$ cat config.mk
export PLATFORM = sky130hd
export DESIGN_NAME = cpu_mem_responder_flat
export DESIGN_NICKNAME = d
export VERILOG_FILES = /design/src/rtl/cpu_pkg.sv /design/src/rtl/cpu_mem_responder_if.sv /design/src/rtl/cpu_mem_array.sv /design/src/rtl/cpu_mem_responder.sv /design/src/flat_wrapper.sv
export SDC_FILE = /design/constraint.sdc
export NUM_CORES = 2
export LEC_CHECK = 0
export ABC_CLOCK_PERIOD_IN_PS = 8800
export BUFFER_PORTS_ARGS = -buffer_cell sky130_fd_sc_hd__buf_2
export CORE_ASPECT_RATIO = 0.75
export CORE_MARGIN = 2
export CORE_UTILIZATION = 30
export DETAILED_ROUTE_END_ITERATION = 12
export GPL_TIMING_DRIVEN = 0
export PLACE_DENSITY = 0.51
export SLEW_MARGIN = 40
export SYNTH_ARGS = -nofsm -noshare
export SYNTH_HDL_FRONTEND = slang
export SYNTH_HIERARCHICAL = 1
export SYNTH_SLANG_ARGS = --single-unit
export TNS_END_PERCENT = 10
$ cat constraint.sdc
create_clock -name clk -period 8.8 [get_ports clk]
set_clock_uncertainty 0.1 [all_clocks]
set_input_delay 0.88 -clock clk [delete_from_list [all_inputs] [get_ports clk]]
set_output_delay 0.88 -clock clk [all_outputs]
set_load 0.005 [all_outputs]
$ cat src/rtl/cpu_pkg.sv
// cpu_pkg: shared widths, responder FSM encoding and bus direction constants
// for the 8-bit CPU memory path.
package cpu_pkg;

  localparam int DEF_ADDR_W = 8;
  localparam int DEF_DATA_W = 8;

  typedef enum logic [1:0] {
    IDLE = 2'd0,
    WAIT = 2'd1,
    RESP = 2'd2
  } state_t;

  localparam logic RW_READ  = 1'b0;
  localparam logic RW_WRITE = 1'b1;

endpackage

$ cat src/rtl/cpu_mem_responder_if.sv
// cpu_mem_responder_if: unified CPU memory bus (req/ready handshake) with
// master (CPU) and slave (memory responder) views.
interface cpu_mem_responder_if #(
  parameter int ADDR_W = cpu_pkg::DEF_ADDR_W,
  parameter int DATA_W = cpu_pkg::DEF_DATA_W
);

  logic              req;
  logic [ADDR_W-1:0] address;
  logic              readwrite;
  logic [DATA_W-1:0] wdata;
  logic [DATA_W-1:0] rdata;
  logic              ready;
  logic              busy;

  modport master (
    output req, address, readwrite, wdata,
    input  rdata, ready, busy
  );

  modport slave (
    input  req, address, readwrite, wdata,
    output rdata, ready, busy
  );

endinterface

$ cat src/rtl/cpu_mem_array.sv
// cpu_mem_array: single-port synchronous RAM with registered read data.
// Read data reflects the array contents before any same-edge write.
module cpu_mem_array #(
  parameter int ADDR_W = 8,
  parameter int DATA_W = 8
) (
  input  logic              clk,
  input  logic              we,
  input  logic [ADDR_W-1:0] addr,
  input  logic [DATA_W-1:0] din,
  output logic [DATA_W-1:0] dout
);

  logic [DATA_W-1:0] mem [2**ADDR_W];

  always_ff @(posedge clk) begin
    if (we) begin
      mem[addr] <= din;
    end
    dout <= mem[addr];
  end

endmodule

$ cat src/rtl/cpu_mem_responder.sv
// cpu_mem_responder: memory-side responder for the CPU bus with WAIT_CYCLES wait states.
// Define CPU_MEM_MMIO_OUT_EN to map IO_ADDR onto the io_out register instead of RAM.
module cpu_mem_responder
  import cpu_pkg::*;
#(
  parameter int                ADDR_W      = DEF_ADDR_W,
  parameter int                DATA_W      = DEF_DATA_W,
  parameter int                WAIT_CYCLES = 1,
  parameter logic [ADDR_W-1:0] IO_ADDR     = {ADDR_W{1'b1}}
) (
  input  logic                     clk,
  input  logic                     rst_n,
  cpu_mem_responder_if.slave       bus,
  output logic [DATA_W-1:0]        io_out
);

`ifdef CPU_MEM_MMIO_OUT_EN
  localparam bit MMIO_EN = 1'b1;
`else
  localparam bit MMIO_EN = 1'b0;
`endif

  localparam logic [3:0] WAIT_INIT = 4'(WAIT_CYCLES);

  state_t            state_q, state_d;
  logic [3:0]        cnt_q, cnt_d;
  logic [ADDR_W-1:0] addr_q, acc_addr;
  logic              rw_q, acc_rw;
  logic [DATA_W-1:0] wdata_q, acc_din;
  logic              hit_q, acc_hit;
  logic              commit;
  logic              ram_we;
  logic [DATA_W-1:0] ram_dout;
  logic [DATA_W-1:0] rdata_q, rdata_c;

  // The access fires on the edge that enters RESP; with zero wait states that
  // is the sampling edge itself, so IDLE steers the live bus into the RAM.
  always_comb begin
    state_d  = state_q;
    cnt_d    = cnt_q;
    commit   = 1'b0;
    acc_addr = addr_q;
    acc_rw   = rw_q;
    acc_din  = wdata_q;
    acc_hit  = hit_q;
    unique case (state_q)
      IDLE: begin
        acc_addr = bus.address;
        acc_rw   = bus.readwrite;
        acc_din  = bus.wdata;
        acc_hit  = MMIO_EN && (bus.address == IO_ADDR);
        if (bus.req) begin
          if (WAIT_CYCLES == 0) begin
            state_d = RESP;
            commit  = 1'b1;
          end else begin
            state_d = WAIT;
            cnt_d   = WAIT_INIT;
          end
        end
      end
      WAIT: begin
        cnt_d = cnt_q - 4'd1;
        if (cnt_q == 4'd1) begin
          state_d = RESP;
          commit  = 1'b1;
        end
      end
      RESP: begin
        state_d = IDLE;
      end
      default: begin
        state_d = IDLE;
      end
    endcase
  end

  always_ff @(posedge clk) begin
    if (!rst_n) begin
      state_q <= IDLE;
      cnt_q   <= '0;
      addr_q  <= '0;
      rw_q    <= RW_READ;
      wdata_q <= '0;
      hit_q   <= 1'b0;
      rdata_q <= '0;
    end else begin
      state_q <= state_d;
      cnt_q   <= cnt_d;
      if (state_q == IDLE && bus.req) begin
        addr_q  <= acc_addr;
        rw_q    <= acc_rw;
        wdata_q <= acc_din;
        hit_q   <= acc_hit;
      end
      if (state_q == RESP && rw_q == RW_READ) begin
        rdata_q <= rdata_c;
      end
    end
  end

  // Gating with rst_n guarantees an aborted write never reaches the array.
  assign ram_we = rst_n && commit && (acc_rw == RW_WRITE) && !acc_hit;

  cpu_mem_array #(
    .ADDR_W (ADDR_W),
    .DATA_W (DATA_W)
  ) u_ram (
    .clk  (clk),
    .we   (ram_we),
    .addr (acc_addr),
    .din  (acc_din),
    .dout (ram_dout)
  );

`ifdef CPU_MEM_MMIO_OUT_EN
  logic [DATA_W-1:0] io_q;

  always_ff @(posedge clk) begin
    if (!rst_n) begin
      io_q <= '0;
    end else if (commit && acc_rw == RW_WRITE && acc_hit) begin
      io_q <= acc_din;
    end
  end

  assign io_out = io_q;
`else
  assign io_out = '0;
`endif

  assign rdata_c   = hit_q ? io_out : ram_dout;
  assign bus.rdata = (state_q == RESP && rw_q == RW_READ) ? rdata_c : rdata_q;
  assign bus.ready = (state_q == RESP);
  assign bus.busy  = (state_q != IDLE);

endmodule

$ cat src/flat_wrapper.sv
// flat-port wrapper written by rule: the top's interface ports become plain ports
module cpu_mem_responder_flat import cpu_pkg::*;
#(
  parameter int                ADDR_W      = DEF_ADDR_W,
  parameter int                DATA_W      = DEF_DATA_W,
  parameter int                WAIT_CYCLES = 1,
  parameter logic [ADDR_W-1:0] IO_ADDR     = {ADDR_W{1'b1}}
)
  (clk, rst_n, io_out, bus_req, bus_address, bus_readwrite, bus_wdata, bus_rdata, bus_ready, bus_busy);
  cpu_mem_responder_if #(.ADDR_W(ADDR_W), .DATA_W(DATA_W)) bus_i ();
  input  logic clk;
  input  logic rst_n;
  output logic [DATA_W-1:0] io_out;
  input wire logic [$bits(bus_i.req)-1:0] bus_req;
  input wire logic [$bits(bus_i.address)-1:0] bus_address;
  input wire logic [$bits(bus_i.readwrite)-1:0] bus_readwrite;
  input wire logic [$bits(bus_i.wdata)-1:0] bus_wdata;
  output wire logic [$bits(bus_i.rdata)-1:0] bus_rdata;
  output wire logic [$bits(bus_i.ready)-1:0] bus_ready;
  output wire logic [$bits(bus_i.busy)-1:0] bus_busy;
  assign bus_i.req = bus_req;
  assign bus_i.address = bus_address;
  assign bus_i.readwrite = bus_readwrite;
  assign bus_i.wdata = bus_wdata;
  assign bus_rdata = bus_i.rdata;
  assign bus_ready = bus_i.ready;
  assign bus_busy = bus_i.busy;
  cpu_mem_responder #(.ADDR_W(ADDR_W), .DATA_W(DATA_W), .WAIT_CYCLES(WAIT_CYCLES), .IO_ADDR(IO_ADDR)) u_core (.clk(clk), .rst_n(rst_n), .bus(bus_i), .io_out(io_out));
endmodule
# ---- Word level (Yosys, flattened, before mapping)
# Memory sizes are Yosys's and may differ from the RTL's. A register that Yosys moved wholly into a read port is not among the register bits.
# Index checks and enable logic that the tools add are counted.
dict set report word_totals {
  regBits 32
  ram_bits 2048
  in_bits 20
  output_inout_bits 18
  memories 1
}
# memory depth width read_ports rd_ports_with_merged_regs write_ports line
set mem_list {}
lappend mem_list {u_core.u_ram.mem 256 8 1 1 1 cpu_mem_array.sv:14} ;# logic [DATA_W-1:0] mem [2**ADDR_W];
dict set report classes {
  addsub 1
  n_eq_ne 5
  mux 15
  bitwise_logic 1
  n_reduce_logical 11
}
# op n
set op_table {}
lappend op_table {{8-bit 2-to-1 mux} 4}
lappend op_table {{4-bit case mux with 2 select lines} 1}
lappend op_table {{1-bit 2-to-1 mux} 6}
lappend op_table {{1-bit logical AND} 5}
lappend op_table {{4-bit by 1-bit == test with 1-bit output, second input constant} 1}
lappend op_table {{2-bit 2-to-1 mux} 2}
lappend op_table {{4-bit 2-to-1 mux} 1}
lappend op_table {{2-bit case mux with 2 select lines} 1}
lappend op_table {{2-bit AND reduction} 2}
lappend op_table {{2-bit nonzero test} 2}
lappend op_table {{4-bit by 1-bit subtractor with 4-bit output, second input constant} 1}
lappend op_table {{2-bit by 1-bit == test with 1-bit output, second input constant} 1}
lappend op_table {{2-bit == test, second input constant} 1}
lappend op_table {{2-bit zero test} 1}
lappend op_table {{2-bit by 1-bit inequality test with 1-bit output, second input constant} 1}
lappend op_table {{2-bit inequality test, second input constant} 1}
lappend op_table {{1-bit zero test} 1}
lappend op_table {{1-bit inverter} 1}

# ---- Depth between registers and ports, before layout
dict set report depth {
  depth_word 8
  mapped_depth 13
  mapped_depth_nobuf 9
}

# ---- By module
# The synthesis kept the hierarchy.
# module instances cells_each area_each_um2
set by_module_without_submodules {}
lappend by_module_without_submodules {cpu_mem_array 1 3547 78492.8}
lappend by_module_without_submodules {cpu_mem_responder 1 167 1570.3}

# ---- Least setup slack after synthesis
# No wires, ideal clock.
dict set report synth_timing {
  kind {flip-flop to flip-flop}
  start {reg u_core.state_q[0]}
  end {mem u_core.u_ram.mem[112][0], enable pin}
  t_arrival_ns 3.270
  slack_ns 5.060
  stages_incl_launch_ff 12
  n_path_buf 6
  cell_sequence {dfxtp_1 -> buf_6 -> nor2_1 -> buf_2 -> mux2_2 -> buf_2 -> nor2_1 -> clkbuf_1 -> clkbuf_1 -> nand3_1 -> clkbuf_1 -> nor2_1}
}
dict set report synth_between {
  elab_cells_between_ends 12
  cone_classes {eq/ne (1); mux (6); reduce/logical (5)}
}
# element line
set synth_rtl {}
lappend synth_rtl {{from (decl)} cpu_mem_responder.sv:25} ;# state_t state_q, state_d;
lappend synth_rtl {{from (signal assigned)} cpu_mem_responder.sv:88} ;# state_q <= state_d;
lappend synth_rtl {{2-bit zero test} cpu_mem_responder.sv:46} ;# unique case (state_q)
lappend synth_rtl {{8-bit 2-to-1 mux} cpu_mem_responder.sv:46}
lappend synth_rtl {{named net u_core.acc_addr[2]} cpu_mem_responder.sv:27} ;# logic [ADDR_W-1:0] addr_q, acc_addr;
lappend synth_rtl {{to (decl)} cpu_mem_array.sv:14}
# The timed path passes the listed nets, and every way through them passes these cells.

# ---- Final worst setup path
dict set report layout_timing {
  start {reg u_core.state_q[0]}
  end {mem u_core.u_ram.mem[48][4], enable pin}
}
# Same word-level chain as after synthesis.

==> impl_metrics.yaml <==
cts:
  cts-buffers-inserted: 204
  clk_latency_ps: 850
  htree_levels: 4
  clk_pin_slew_ps: 60
  cts_sinks: 2088
  cts_tree: "built"
  cts_buffer_depth: 4
  postCtsResizedCells: 0
  cts_setup_buffers: 0
  postCtsHoldBufs: 0
  cts-root-buf: "clkbuf_16"
yosys:
  synth.distinct_cells: 38
  ys_seq_area_share_pct: 77.8
  yosys.area_share.simple_pct: 2.10
  synth-xor-area-share_pct: 0
  synth_fa_ha_area_share_pct: 0.0313
  syn_inst: 3714
  synth_area_per_cell_sq_um: 21.6
  synth_top_family_by_area: "multiplexers"
  ys_warn_count: 6
  synthesis.area_sq_um: 80100
  synthMuxAreaShare_pct: 14.8
  synth_compound_area_share_pct: 3.68
  ys_ff_latch: 2088
final_layout:
  final_common_cell: "edfxtp_1"
  final_cell_mix: "edfxtp_1 (2048), mux4_2 (512), a22oi_1 (256), clkbuf_16 (209), nor2_2 (185)"
  stdcell_count: 7728
  fin_nets: 4015
  regArea_sq_um: 62300
  drive_above_1_share_pct: 30.5
  multi_input_area_sq_um: 17500
  final_area_sq_um: 93000
  fillCellCount: 24800
  area_growth_pct: 16.1
  fin_util_pct: 35.0
power:
  peakVddDrop_uv: 179
  power.leakage_nw: 27.8
  power_mw: 22.1
  power_density_nw_per_um2: 238
worst_setup_path:
  endpoint_kind: "flop"
  startpoint_type: "flop"
  worstPathArrival_ps: 6780
  critical_path.reg2reg.startpoint: "u_core/state_q[0]$_SDFFE_PN0P_"
  required_ps: 9170
  critPathKind: "flop to flop"
  crit_fanout: 10
  reg2reg_depth: 13
  r2r_slack_ps: 2380
  timing.rr.end: "u_core/u_ram/mem[48][4]$_DFFE_PP_"
grt:
  antenna_found_initial: 9
  overflow: 0
  grt_pass1_vias: 39700
  grt_max_degree: 89
  grt_usage_pct: 17.3
  grt_pass1_wl_mm: 328
flow_run:
  drv_cap: 0
sta:
  slew_headroom_pct: 30.5
  maxSlewViolCount: 0
  finalHoldViolations: 0
  worst_slew_pin_slew_ps: 1040
  finalSetupViolCount: 0
  fin_ws_ps: 2380
  clock.fmax_mhz: 156
  post-route-min-period_ps: 6420
  finalCritPeriodShare_pct: 72.9
  rsz0062_at_grt: "false"
detailed_routing:
  drc: 0
  via_count: 41100
  drt_first_pass_iters: 6
  wl_per_cell_microns: 31.2
  routed_wl_mm: 241
  initialDrtViolationCount: 6284
  route.detailed.vias_per_inst: 5.32
  ant_nets: 0
placement:
  place_area_sq_um: 86400
  hpwl_mm: 164
  io_buffers: 29
  dpl_worst_slack_ps: 1930
  dp.cells: 7354
  place_congestion: 0.916
min_path:
  hold_end: "u_core/hit_q$_SDFFE_PN0P_"
  hold_path.class: "input port to flop"
  worstHoldPathCells: 3
  min_from: "rst_n"
floorplanning:
  start_util_pct: 30.1
  fp.dieH_microns: 451
  die_w_microns: 601
  core_area_sq_um: 266000
  num_rows: 164
  die-area_sq_um: 271000
  pin_count: 38
run_status:
  status: "completed"
critical path: stages, from the launching register on:
cell	delay, ps
dfxtp_1	300
buf_6	140
nor2_4	480
buf_2	510
mux2_2	420
clkbuf_1	250
nor2_1	740
clkbuf_2	410
buf_16	210
clkbuf_2	390
nand3_1	630
clkbuf_4	530
buf_16	240
nor2_1	620
worst max path at each step:
stage                                               from                                  to  slack (ps)  cells past startpoint
after floorplan           u_core/state_q[0]$_SDFFE_PN0P_  u_core/u_ram/mem[112][0]$_DFFE_PP_        5060                     11
after global placement    u_core/state_q[0]$_SDFFE_PN0P_   u_core/u_ram/mem[96][1]$_DFFE_PP_        -140                     11
after detailed placement  u_core/state_q[0]$_SDFFE_PN0P_  u_core/u_ram/mem[176][3]$_DFFE_PP_        1930                     13
after CTS                 u_core/state_q[0]$_SDFFE_PN0P_  u_core/u_ram/mem[176][3]$_DFFE_PP_        1930                     13
after global routing      u_core/state_q[0]$_SDFFE_PN0P_   u_core/u_ram/mem[48][0]$_DFFE_PP_        2120                     13
final                     u_core/state_q[0]$_SDFFE_PN0P_   u_core/u_ram/mem[48][4]$_DFFE_PP_        2380                     13
cell families (layout without fill, tap and decap cells):
| group | after synthesis | after routing |
|---|---|---|
| AO/OA/AOI/OAI | 432 | 432 |
| adder cells (fa/ha/maj) | 2 | 2 |
| buffers and inverters | 254 | 689 |
| flip-flops | 2088 | 2088 |
| multiplexers | 545 | 545 |
| other | 1 | 11 |
| AND/OR/NAND/NOR | 392 | 392 |
synthesized netlist by cell type:
master / instances / area share [%]
inv_1: 5 / 0.023
o41ai_1: 32 / 0.35
or3b_4: 2 / 0.028
nand2b_1: 8 / 0.063
nand4_1: 8 / 0.063
nand2_1: 49 / 0.23
or3b_2: 1 / 0.011
edfxtp_1: 2048 / 77
a21oi_2: 2 / 0.022
mux2i_1: 17 / 0.21
nor2_1: 252 / 1.2
o21bai_1: 1 / 0.0094
a22oi_1: 256 / 2.4
nand3_1: 14 / 0.088
nor2b_1: 9 / 0.070
buf_4: 24 / 0.23
or3_1: 3 / 0.023
o21ai_0: 1 / 0.0062
a31oi_1: 1 / 0.0078
or3b_1: 7 / 0.077
buf_1: 19 / 0.089
mux2_2: 16 / 0.23
ha_1: 2 / 0.031
mux4_2: 512 / 14
conb_1: 1 / 0.0047
a21boi_0: 1 / 0.0094
nor3b_1: 3 / 0.028
nor3_1: 30 / 0.19
a2bb2oi_1: 1 / 0.011
a211oi_1: 1 / 0.0094
and4b_1: 1 / 0.013
buf_2: 40 / 0.25
clkbuf_1: 148 / 0.69
buf_6: 18 / 0.25
or2_2: 2 / 0.016
a21oi_1: 136 / 0.85
and2_1: 3 / 0.023
dfxtp_1: 40 / 1.0
cell type report:
cell class,count,share of cell area (%)
Sequential cell,2088,67.0
Antenna cell,3,0.00807
Tap cell,3569,4.80
Clock inverter,110,0.998
Clock buffer,259,5.85
Timing Repair Buffer,66,1.12
Inverter,5,0.0202
Multi-Input combinational cell,1379,18.8
Buffer,249,1.44
through the flow:
stage / TNS [ps] / hold WS, ps
floorplan: 0 / 340
global route: 0 / 172
finish: 0 / 211
global placement: -1930 / 350
detailed placement: 0 / 354
CTS: 0 / 156
metal layers:
layer,routed length [microns],up-vias,GRT usage [%]
met4,6680,4,4.40
met1,109000,22600,26.4
met3,26800,339,5.50
li1,-,16200,-
met2,98600,1913,23.6
met5,21,-,0
state kept, by name, indices dropped and copies added (netlist names), 2 cells and up:
| name | count |
|---|---|
| u_core/state_q | 2 |
| u_core/rdata_q | 8 |
| u_core/wdata_q | 8 |
| u_core/u_ram/dout | 8 |
| u_core/cnt_q | 4 |
| u_core/u_ram/mem | 2048 |
| u_core/addr_q | 8 |
report_power, final:
part / switching, mW / total, mW / internal [mW]
clock network: 3.73 / 8.56 / 4.82
registers: 0.00884 / 11.1 / 11.1
logic: 1.62 / 2.39 / 0.771
total: 5.36 / 22.1 / 16.7
Note: power is estimated with default switching activity, not from simulation.
